`config.mk`:
```
export PLATFORM = sky130hd
export DESIGN_NAME = ip_bus_copy_flat
export DESIGN_NICKNAME = d
export VERILOG_FILES = /design/src/rtl/ip_bus_copy_if.sv /design/src/rtl/ip_bus_copy.sv /design/src/flat_wrapper.sv
export SDC_FILE = /design/constraint.sdc
export NUM_CORES = 1
export LEC_CHECK = 0
export CAP_MARGIN = 25
export CORE_MARGIN = 4
export CORE_UTILIZATION = 52
export CTS_CLUSTER_DIAMETER = 80
export CTS_CLUSTER_SIZE = 10
export DETAILED_ROUTE_END_ITERATION = 12
export GPL_TIMING_DRIVEN = 0
export HOLD_SLACK_MARGIN = 0.1
export PLACE_DENSITY = 0.85
export SLEW_MARGIN = 20
export SYNTH_ARGS = -nofsm -noshare
export SYNTH_HDL_FRONTEND = slang
export SYNTH_SLANG_ARGS = --single-unit
```
`constraint.sdc`:
```
create_clock -name clk -period 2.3 [get_ports clk]
set_clock_uncertainty 0.05 [all_clocks]
set_input_delay 0.575 -clock clk [delete_from_list [all_inputs] [get_ports clk]]
set_output_delay 0.575 -clock clk [all_outputs]
set_load 0.02 [all_outputs]
```
`src/rtl/ip_bus_copy_if.sv`:
```
`default_nettype none
// +--------------------------------------------------------------------------+
// | Module   : ip_bus_copy_if                                                |
// | Purpose  : 8-bit cartridge memory bus (valid/ready request, rdata_en     |
// |            read strobe) shared between a bus initiator and a responder.  |
// | Signals  : bus_address  request address (ADDR_W bits)                   |
// |            bus_valid    request valid                                    |
// |            bus_ready    responder accepts when high with bus_valid       |
// |            bus_write    1 = write, 0 = read                              |
// |            bus_wdata    write data                                       |
// |            bus_rdata    read data, valid while bus_rdata_en = 1          |
// |            bus_rdata_en read data strobe                                 |
// | Modports : master (initiator side), slave (responder side)              |
// | Revision : 1.0 - initial release                                         |
// +--------------------------------------------------------------------------+
interface ip_bus_copy_if #(
  parameter int ADDR_W = 14
) ();
  logic [ADDR_W-1:0] bus_address;
  logic              bus_valid;
  logic              bus_ready;
  logic              bus_write;
  logic [7:0]        bus_wdata;
  logic [7:0]        bus_rdata;
  logic              bus_rdata_en;

  modport master (
    output bus_address, bus_valid, bus_write, bus_wdata,
    input  bus_ready, bus_rdata, bus_rdata_en
  );

  modport slave (
    input  bus_address, bus_valid, bus_write, bus_wdata,
    output bus_ready, bus_rdata, bus_rdata_en
  );
endinterface
`default_nettype wire

```
`src/rtl/ip_bus_copy.sv`:
```
`default_nettype none
// +--------------------------------------------------------------------------+
// | Module   : ip_bus_copy                                                   |
// | Purpose  : Bus initiator that copies a block of bytes from src_addr to   |
// |            dst_addr over the 8-bit cartridge memory bus, one read then   |
// |            one write per byte, ascending addresses, wrapping mod 2^ADDR_W|
// |            With IP_BUS_COPY_FILL_EN defined, fill=1 at start writes the  |
// |            latched fill_data to every destination byte with no reads.    |
// | Ports    : clk, reset_n (sync, active low)                               |
// |            start/src_addr/dst_addr/length command (length 0 = no-op)     |
// |            fill/fill_data (only with IP_BUS_COPY_FILL_EN)                |
// |            busy (transfer in progress), done (1-cycle completion pulse)  |
// |            bus (ip_bus_copy_if.master)                                   |
// | Revision : 1.0 - initial release                                         |
// +--------------------------------------------------------------------------+
module ip_bus_copy #(
  parameter int ADDR_W = 14,
  parameter int LEN_W  = 15
) (
  input  wire                clk,
  input  wire                reset_n,
  input  wire                start,
  input  wire   [ADDR_W-1:0] src_addr,
  input  wire   [ADDR_W-1:0] dst_addr,
  input  wire   [LEN_W-1:0]  length,
`ifdef IP_BUS_COPY_FILL_EN
  input  wire                fill,
  input  wire   [7:0]        fill_data,
`endif
  output logic               busy,
  output logic               done,
  ip_bus_copy_if.master      bus
);

  localparam logic [2:0] S_IDLE    = 3'd0;
  localparam logic [2:0] S_RD_REQ  = 3'd1;
  localparam logic [2:0] S_RD_WAIT = 3'd2;
  localparam logic [2:0] S_WR_REQ  = 3'd3;
  localparam logic [2:0] S_DONE    = 3'd4;

  logic [2:0]        r_state,   w_state_nxt;
  logic [ADDR_W-1:0] r_src,     w_src_nxt;
  logic [ADDR_W-1:0] r_dst,     w_dst_nxt;
  logic [LEN_W-1:0]  r_count,   w_count_nxt;
  logic [7:0]        r_wdata,   w_wdata_nxt;
  logic              r_fill,    w_fill_nxt;
  logic              r_busy,    w_busy_nxt;
  logic              r_done,    w_done_nxt;
  logic              r_valid,   w_valid_nxt;
  logic              r_write,   w_write_nxt;
  logic [ADDR_W-1:0] r_address, w_address_nxt;

  logic              w_start_fill;
  logic [7:0]        w_start_fill_data;

`ifdef IP_BUS_COPY_FILL_EN
  assign w_start_fill      = fill;
  assign w_start_fill_data = fill_data;
`else
  assign w_start_fill      = 1'b0;
  assign w_start_fill_data = 8'h00;
`endif

  // State and registered outputs. Outputs are loaded from the decode of the
  // next state so every bus/status output comes straight from a flop.
  always_ff @(posedge clk) begin
    if (!reset_n) begin
      r_state   <= S_IDLE;
      r_src     <= '0;
      r_dst     <= '0;
      r_count   <= '0;
      r_wdata   <= '0;
      r_fill    <= 1'b0;
      r_busy    <= 1'b0;
      r_done    <= 1'b0;
      r_valid   <= 1'b0;
      r_write   <= 1'b0;
      r_address <= '0;
    end else begin
      r_state   <= w_state_nxt;
      r_src     <= w_src_nxt;
      r_dst     <= w_dst_nxt;
      r_count   <= w_count_nxt;
      r_wdata   <= w_wdata_nxt;
      r_fill    <= w_fill_nxt;
      r_busy    <= w_busy_nxt;
      r_done    <= w_done_nxt;
      r_valid   <= w_valid_nxt;
      r_write   <= w_write_nxt;
      r_address <= w_address_nxt;
    end
  end

  // Next-state and datapath.
  always_comb begin
    w_state_nxt = r_state;
    w_src_nxt   = r_src;
    w_dst_nxt   = r_dst;
    w_count_nxt = r_count;
    w_wdata_nxt = r_wdata;
    w_fill_nxt  = r_fill;
    case (r_state)
      S_IDLE: begin
        if (start) begin
          w_src_nxt   = src_addr;
          w_dst_nxt   = dst_addr;
          w_count_nxt = length;
          w_fill_nxt  = w_start_fill;
          if (length == '0) begin
            w_state_nxt = S_DONE;
          end else if (w_start_fill) begin
            w_state_nxt = S_WR_REQ;
            w_wdata_nxt = w_start_fill_data;
          end else begin
            w_state_nxt = S_RD_REQ;
          end
        end
      end
      S_RD_REQ: begin
        if (bus.bus_ready) begin
          w_src_nxt   = r_src + ADDR_W'(1);
          w_state_nxt = S_RD_WAIT;
        end
      end
      S_RD_WAIT: begin
        if (bus.bus_rdata_en) begin
          w_wdata_nxt = bus.bus_rdata;
          w_state_nxt = S_WR_REQ;
        end
      end
      S_WR_REQ: begin
        if (bus.bus_ready) begin
          w_dst_nxt   = r_dst + ADDR_W'(1);
          w_count_nxt = r_count - LEN_W'(1);
          if (r_count == LEN_W'(1)) begin
            w_state_nxt = S_DONE;
          end else if (r_fill) begin
            w_state_nxt = S_WR_REQ;
          end else begin
            w_state_nxt = S_RD_REQ;
          end
        end
      end
      S_DONE:  w_state_nxt = S_IDLE;
      default: w_state_nxt = S_IDLE;
    endcase
  end

  // Output decode of the next state. The request address follows the pointer
  // of the upcoming request and otherwise holds, so it stays stable under
  // backpressure.
  always_comb begin
    w_busy_nxt    = (w_state_nxt == S_RD_REQ) || (w_state_nxt == S_RD_WAIT) ||
                    (w_state_nxt == S_WR_REQ);
    w_done_nxt    = (w_state_nxt == S_DONE);
    w_valid_nxt   = (w_state_nxt == S_RD_REQ) || (w_state_nxt == S_WR_REQ);
    w_write_nxt   = (w_state_nxt == S_WR_REQ);
    w_address_nxt = r_address;
    if (w_state_nxt == S_RD_REQ) begin
      w_address_nxt = w_src_nxt;
    end else if (w_state_nxt == S_WR_REQ) begin
      w_address_nxt = w_dst_nxt;
    end
  end

  assign busy            = r_busy;
  assign done            = r_done;
  assign bus.bus_valid   = r_valid;
  assign bus.bus_write   = r_write;
  assign bus.bus_address = r_address;
  assign bus.bus_wdata   = r_wdata;

endmodule
`default_nettype wire

```
`src/flat_wrapper.sv`:
```
// flat-port wrapper written by rule: the top's interface ports become plain ports
module ip_bus_copy_flat 
#(
  parameter int ADDR_W = 14,
  parameter int LEN_W  = 15
)
  (clk, reset_n, start, src_addr, dst_addr, length, busy, done, bus_bus_address, bus_bus_valid, bus_bus_write, bus_bus_wdata, bus_bus_ready, bus_bus_rdata, bus_bus_rdata_en);
  ip_bus_copy_if #(.ADDR_W(ADDR_W)) bus_i ();
  input  wire clk;
  input  wire reset_n;
  input  wire start;
  input  wire   [ADDR_W-1:0] src_addr;
  input  wire   [ADDR_W-1:0] dst_addr;
  input  wire   [LEN_W-1:0] length;
  output logic busy;
  output logic done;
  output wire logic [$bits(bus_i.bus_address)-1:0] bus_bus_address;
  output wire logic [$bits(bus_i.bus_valid)-1:0] bus_bus_valid;
  output wire logic [$bits(bus_i.bus_write)-1:0] bus_bus_write;
  output wire logic [$bits(bus_i.bus_wdata)-1:0] bus_bus_wdata;
  input wire logic [$bits(bus_i.bus_ready)-1:0] bus_bus_ready;
  input wire logic [$bits(bus_i.bus_rdata)-1:0] bus_bus_rdata;
  input wire logic [$bits(bus_i.bus_rdata_en)-1:0] bus_bus_rdata_en;
  assign bus_bus_address = bus_i.bus_address;
  assign bus_bus_valid = bus_i.bus_valid;
  assign bus_bus_write = bus_i.bus_write;
  assign bus_bus_wdata = bus_i.bus_wdata;
  assign bus_i.bus_ready = bus_bus_ready;
  assign bus_i.bus_rdata = bus_bus_rdata;
  assign bus_i.bus_rdata_en = bus_bus_rdata_en;
  ip_bus_copy #(.ADDR_W(ADDR_W), .LEN_W(LEN_W)) u_core (.clk(clk), .reset_n(reset_n), .start(start), .src_addr(src_addr), .dst_addr(dst_addr), .length(length), .busy(busy), .done(done), .bus(bus_i));
endmodule
```
==> metrics.md <==
| Metric | Value |
|---|---|
| Largest net degree at the start of global routing | 14 |
| DR WL/cell | about 18 um |
| Fillers | 586 |
| Buf/Inv on CP | 4 |
| Tightest Hold Check Type | reg -> reg |
| Leak Pwr | 1.98 nW |
| Critical path fanouts, max | 10 |
| Synth Cell Area | about 4000 sq um |
| Worst IR Drop VDD | between 0.3 and 0.4 mV |
| Post-route non-filler standard cell count | between 700 and 800 |
| Clock Pin Slew Worst Setup and Hold Paths | around 0.080 ns |
| Critical path cell sequence | clkbuf_4 > nand3b_1 > buf_2 > buf_2 > buf_2 > nor4_1 > a21oi_1 > a21oi_1 |
| Post-route ant nets | 0 |
| Most frequent CP cell | buf_2 |
| TritonCTS Buffers | 9 |
| Worst R2R Start | u_core.r_state[1] |
| Port bufs | just over 80 |
| Die area | between 9000 and 10000 sq um |
| Total Power | roughly 3.5 mW |
| Die width | 95.7 um |
| Placed insts | 706 |
| Final TNS setup | 0 ns |
| Drt first pass iters | 5 |
| Most frequent cell after synthesis | nand2_1 |
| Clock Sinks | 72 |
| Ys Warns | 0 |
| Worst R2R End | u_core.r_dst[6] |
| DRC | 0 |
| Antenna fix cells | 0 |
| Most instantiated cells after synthesis | nand2_1 (78), dfxtp_1 (72), nor2_1 (59) |
| Clk Latency, worst-skew pair | 0.35 ns |
| Slew Limit Fails | 0 |
| Startpoint types | register |
| CP max stage cell | dfxtp_1 |
| Max Root-Sink Buffers | 2 |
| Achievable Freq | 452 MHz |
| Tmin final | 2.21 ns |
| Cts hold-fix bufs | 0 |
| Worst Path Required | 2.52 ns |
| Overall routing resource usage | 29.3% |
| H-tree depth | 3 |
| CTS root buffer | clkbuf_8 |
| Via density | 6.17 |
| Post-synth EDFFs | 0 |
| DR iter-0 viols | between 500 and 600 |
| Status | finished, final reports clean |
| Crit-path max cell delay | approximately 0.38 ns |
| Sequential cell area fraction in the yosys report | between 30% and 40% |
| Area Growth Syn to Fin | 34.6% |
| Crit path kind | reg -> reg |
| R2R Setup Slk | around 0.089 ns |
| Synth cell types | between 60 and 70 |
| Initial core utilization | a little over half |
| Initial antenna violation count | 0 |
| Syn avg cell area | 7.60 sq um |
| DP HPWL | 9820 um |
| Placer Congestion | 0.926 |
| Period Utilization, post-route | 96.1% |
| Pwr Density | 646 nW/um^2 |
| CTS tree | built |
| FF+latch count, synth | 72 |
| Hold Violations, Final | 0 |
| Slew @ Worst Pin | 0.957 ns |
| Fin nets | 696 |
| Total wire length | 13700 um |
| Net count after synthesis | 586 |
| Final setup fails | 0 |
| Core outline area | 7370 sq um |
| I/O pin total | between 80 and 90 |
| Post-synth ARST share | 0% |
| Die H | 95.7 um |
| Dominant synthesized flop cell | dfxtp_1 |
| GR Overflow Total | 0 |
| Largest cells by area after synthesis | dfxtp_1 (36%), nand2_1 (7.3%), a21oi_1 (6.3%) |
| R2r worst-path depth | 8 |
| Vias in the first global route | 4089 |
| Via count | 4566 |
| Hold depth | 2 |
| First-pass GRT wire length | 20600 um |
| Crit path arrival time | 2.44 ns |
| Max-cap violations | 0 |
| Hold_sp | u_core.bus.bus_wdata[3] |
| Min-Delay Endpoint | u_core.bus.bus_wdata[3] |
| Hold Slack | 0.404 ns |
| Placement Rows | 31 |
| Synth top area share | 36.1% |
| Gate Count Post-Synth | 526 |
| Area leader, netlist | dfxtp_1 |
| Max-Slew Margin vs Limit | between 30% and 40% |
| Critical path's top delay family | buffers and inverters |
| Layout cells sized above 1 | ~14% |
| Crit end category | register |
-- where the power goes --
group          total, mW  switching [mW]  internal [mW]
registers           1.47           0.108           1.36
logic              0.986           0.547          0.438
clock network       1.03           0.493          0.534
-- worst min-delay path, cell delays in order (launching register included) --
cell,delay (ns)
dfxtp_1,0.31
nand2_1,0.05
a21oi_1,0.05
-- logic make-up after synthesis --
logic type	synth area share (%)
multiplexers	1.78
flip-flops	36.1
AND/OR/NAND/NOR	30.2
adder cells (fa/ha/maj)	1.25
buffers and inverters	4.63
XOR/XNOR	0.658
AO/OA/AOI/OAI	25.4
-- cell usage in the layout, fill, tap and decap left out, types with 3 or more instances in the layout --
cell              n
a211oi_1         11
a21oi_1          50
a221oi_1          3
a22oi_1           8
a31oi_1           9
and2_1           12
and3_1            3
buf_2            10
buf_4            23
clkbuf_1          8
clkbuf_2          7
clkbuf_8         10
clkdlybuf4s50_1  79
dfxtp_1          72
ha_1              4
inv_1             4
mux2i_1           6
nand2_1          78
nand3_1          20
nand3b_1          4
nand4_1          14
nor2_1           55
nor2_2            4
nor3_1           16
nor4_1            9
o211ai_1         10
o21a_1            6
o21ai_0          31
or2_2             4
-- how the worst max path moves through the flow --
| stage | from | to | slack, ns | depth (start not counted) |
|---|---|---|---|---|
| 3_3_place_gp | start | u_core.bus.bus_address[1] | -0.63 | 8 |
| 4_1_cts | start | u_core.bus.bus_address[7] | 0.005 | 8 |
| 3_5_place_dp | bus_bus_ready | u_core.bus.bus_address[5] | -0.66 | 8 |
| 2_1_floorplan | start | u_core.bus.bus_address[12] | 0.30 | 7 |
| 5_1_grt | u_core.r_state[1] | u_core.r_dst[6] | -0.03 | 8 |
| 6_report | u_core.r_state[1] | u_core.r_dst[6] | 0.09 | 8 |
-- timing repair --
item / 4_1_cts / 5_1_grt
setup endpoints to repair: 38 / 40
pin swaps: 7 / 8
resized for setup: 14 / 24
setup buffers: 11 / 7
-- sequential cells by signal, indices dropped and copies added (netlist names) --
register,cells
u_core.bus.bus_address,14
u_core.r_dst,14
u_core.r_state,3
u_core.bus.bus_valid,1
u_core.done,1
u_core.r_src,14
u_core.bus.bus_wdata,8
u_core.r_count,15
u_core.busy,1
u_core.bus.bus_write,1
-- final cells by class --
cell class / instances / area, sq um / share of cell area, %
inverter: 4 / 15.0 / 0.279
clock inverter: 6 / 67.6 / 1.26
timing repair buffer: 99 / 943 / 17.5
multi-input combinational: 415 / 2450 / 45.5
sequential: 72 / 1440 / 26.8
clock buffer: 10 / 138 / 2.56
buffer: 35 / 204 / 3.79
tap: 99 / 124 / 2.30
-- metal layers --
metal,vias to the layer above,share of wire (%),track usage [%]
li1,2154,-,-
met1,2082,42,39.1
met3,39,9.8,5.84
met5,-,0,0
met2,291,46,46.8
met4,0,2.5,10.9
-- through the flow --
step / utilization [%] / setup WS (ns) / instance area, sq um
after floorplan: - / 0.301 / 4000
after global placement: 66.9 / -0.634 / 4930
after detailed placement: 66.9 / -0.658 / 4930
after CTS: 71.3 / 0.00476 / 5260
after global routing: 73.0 / -0.0297 / 5380
final: 73.0 / 0.0890 / 5380
Power figures use the tool's default switching activity.
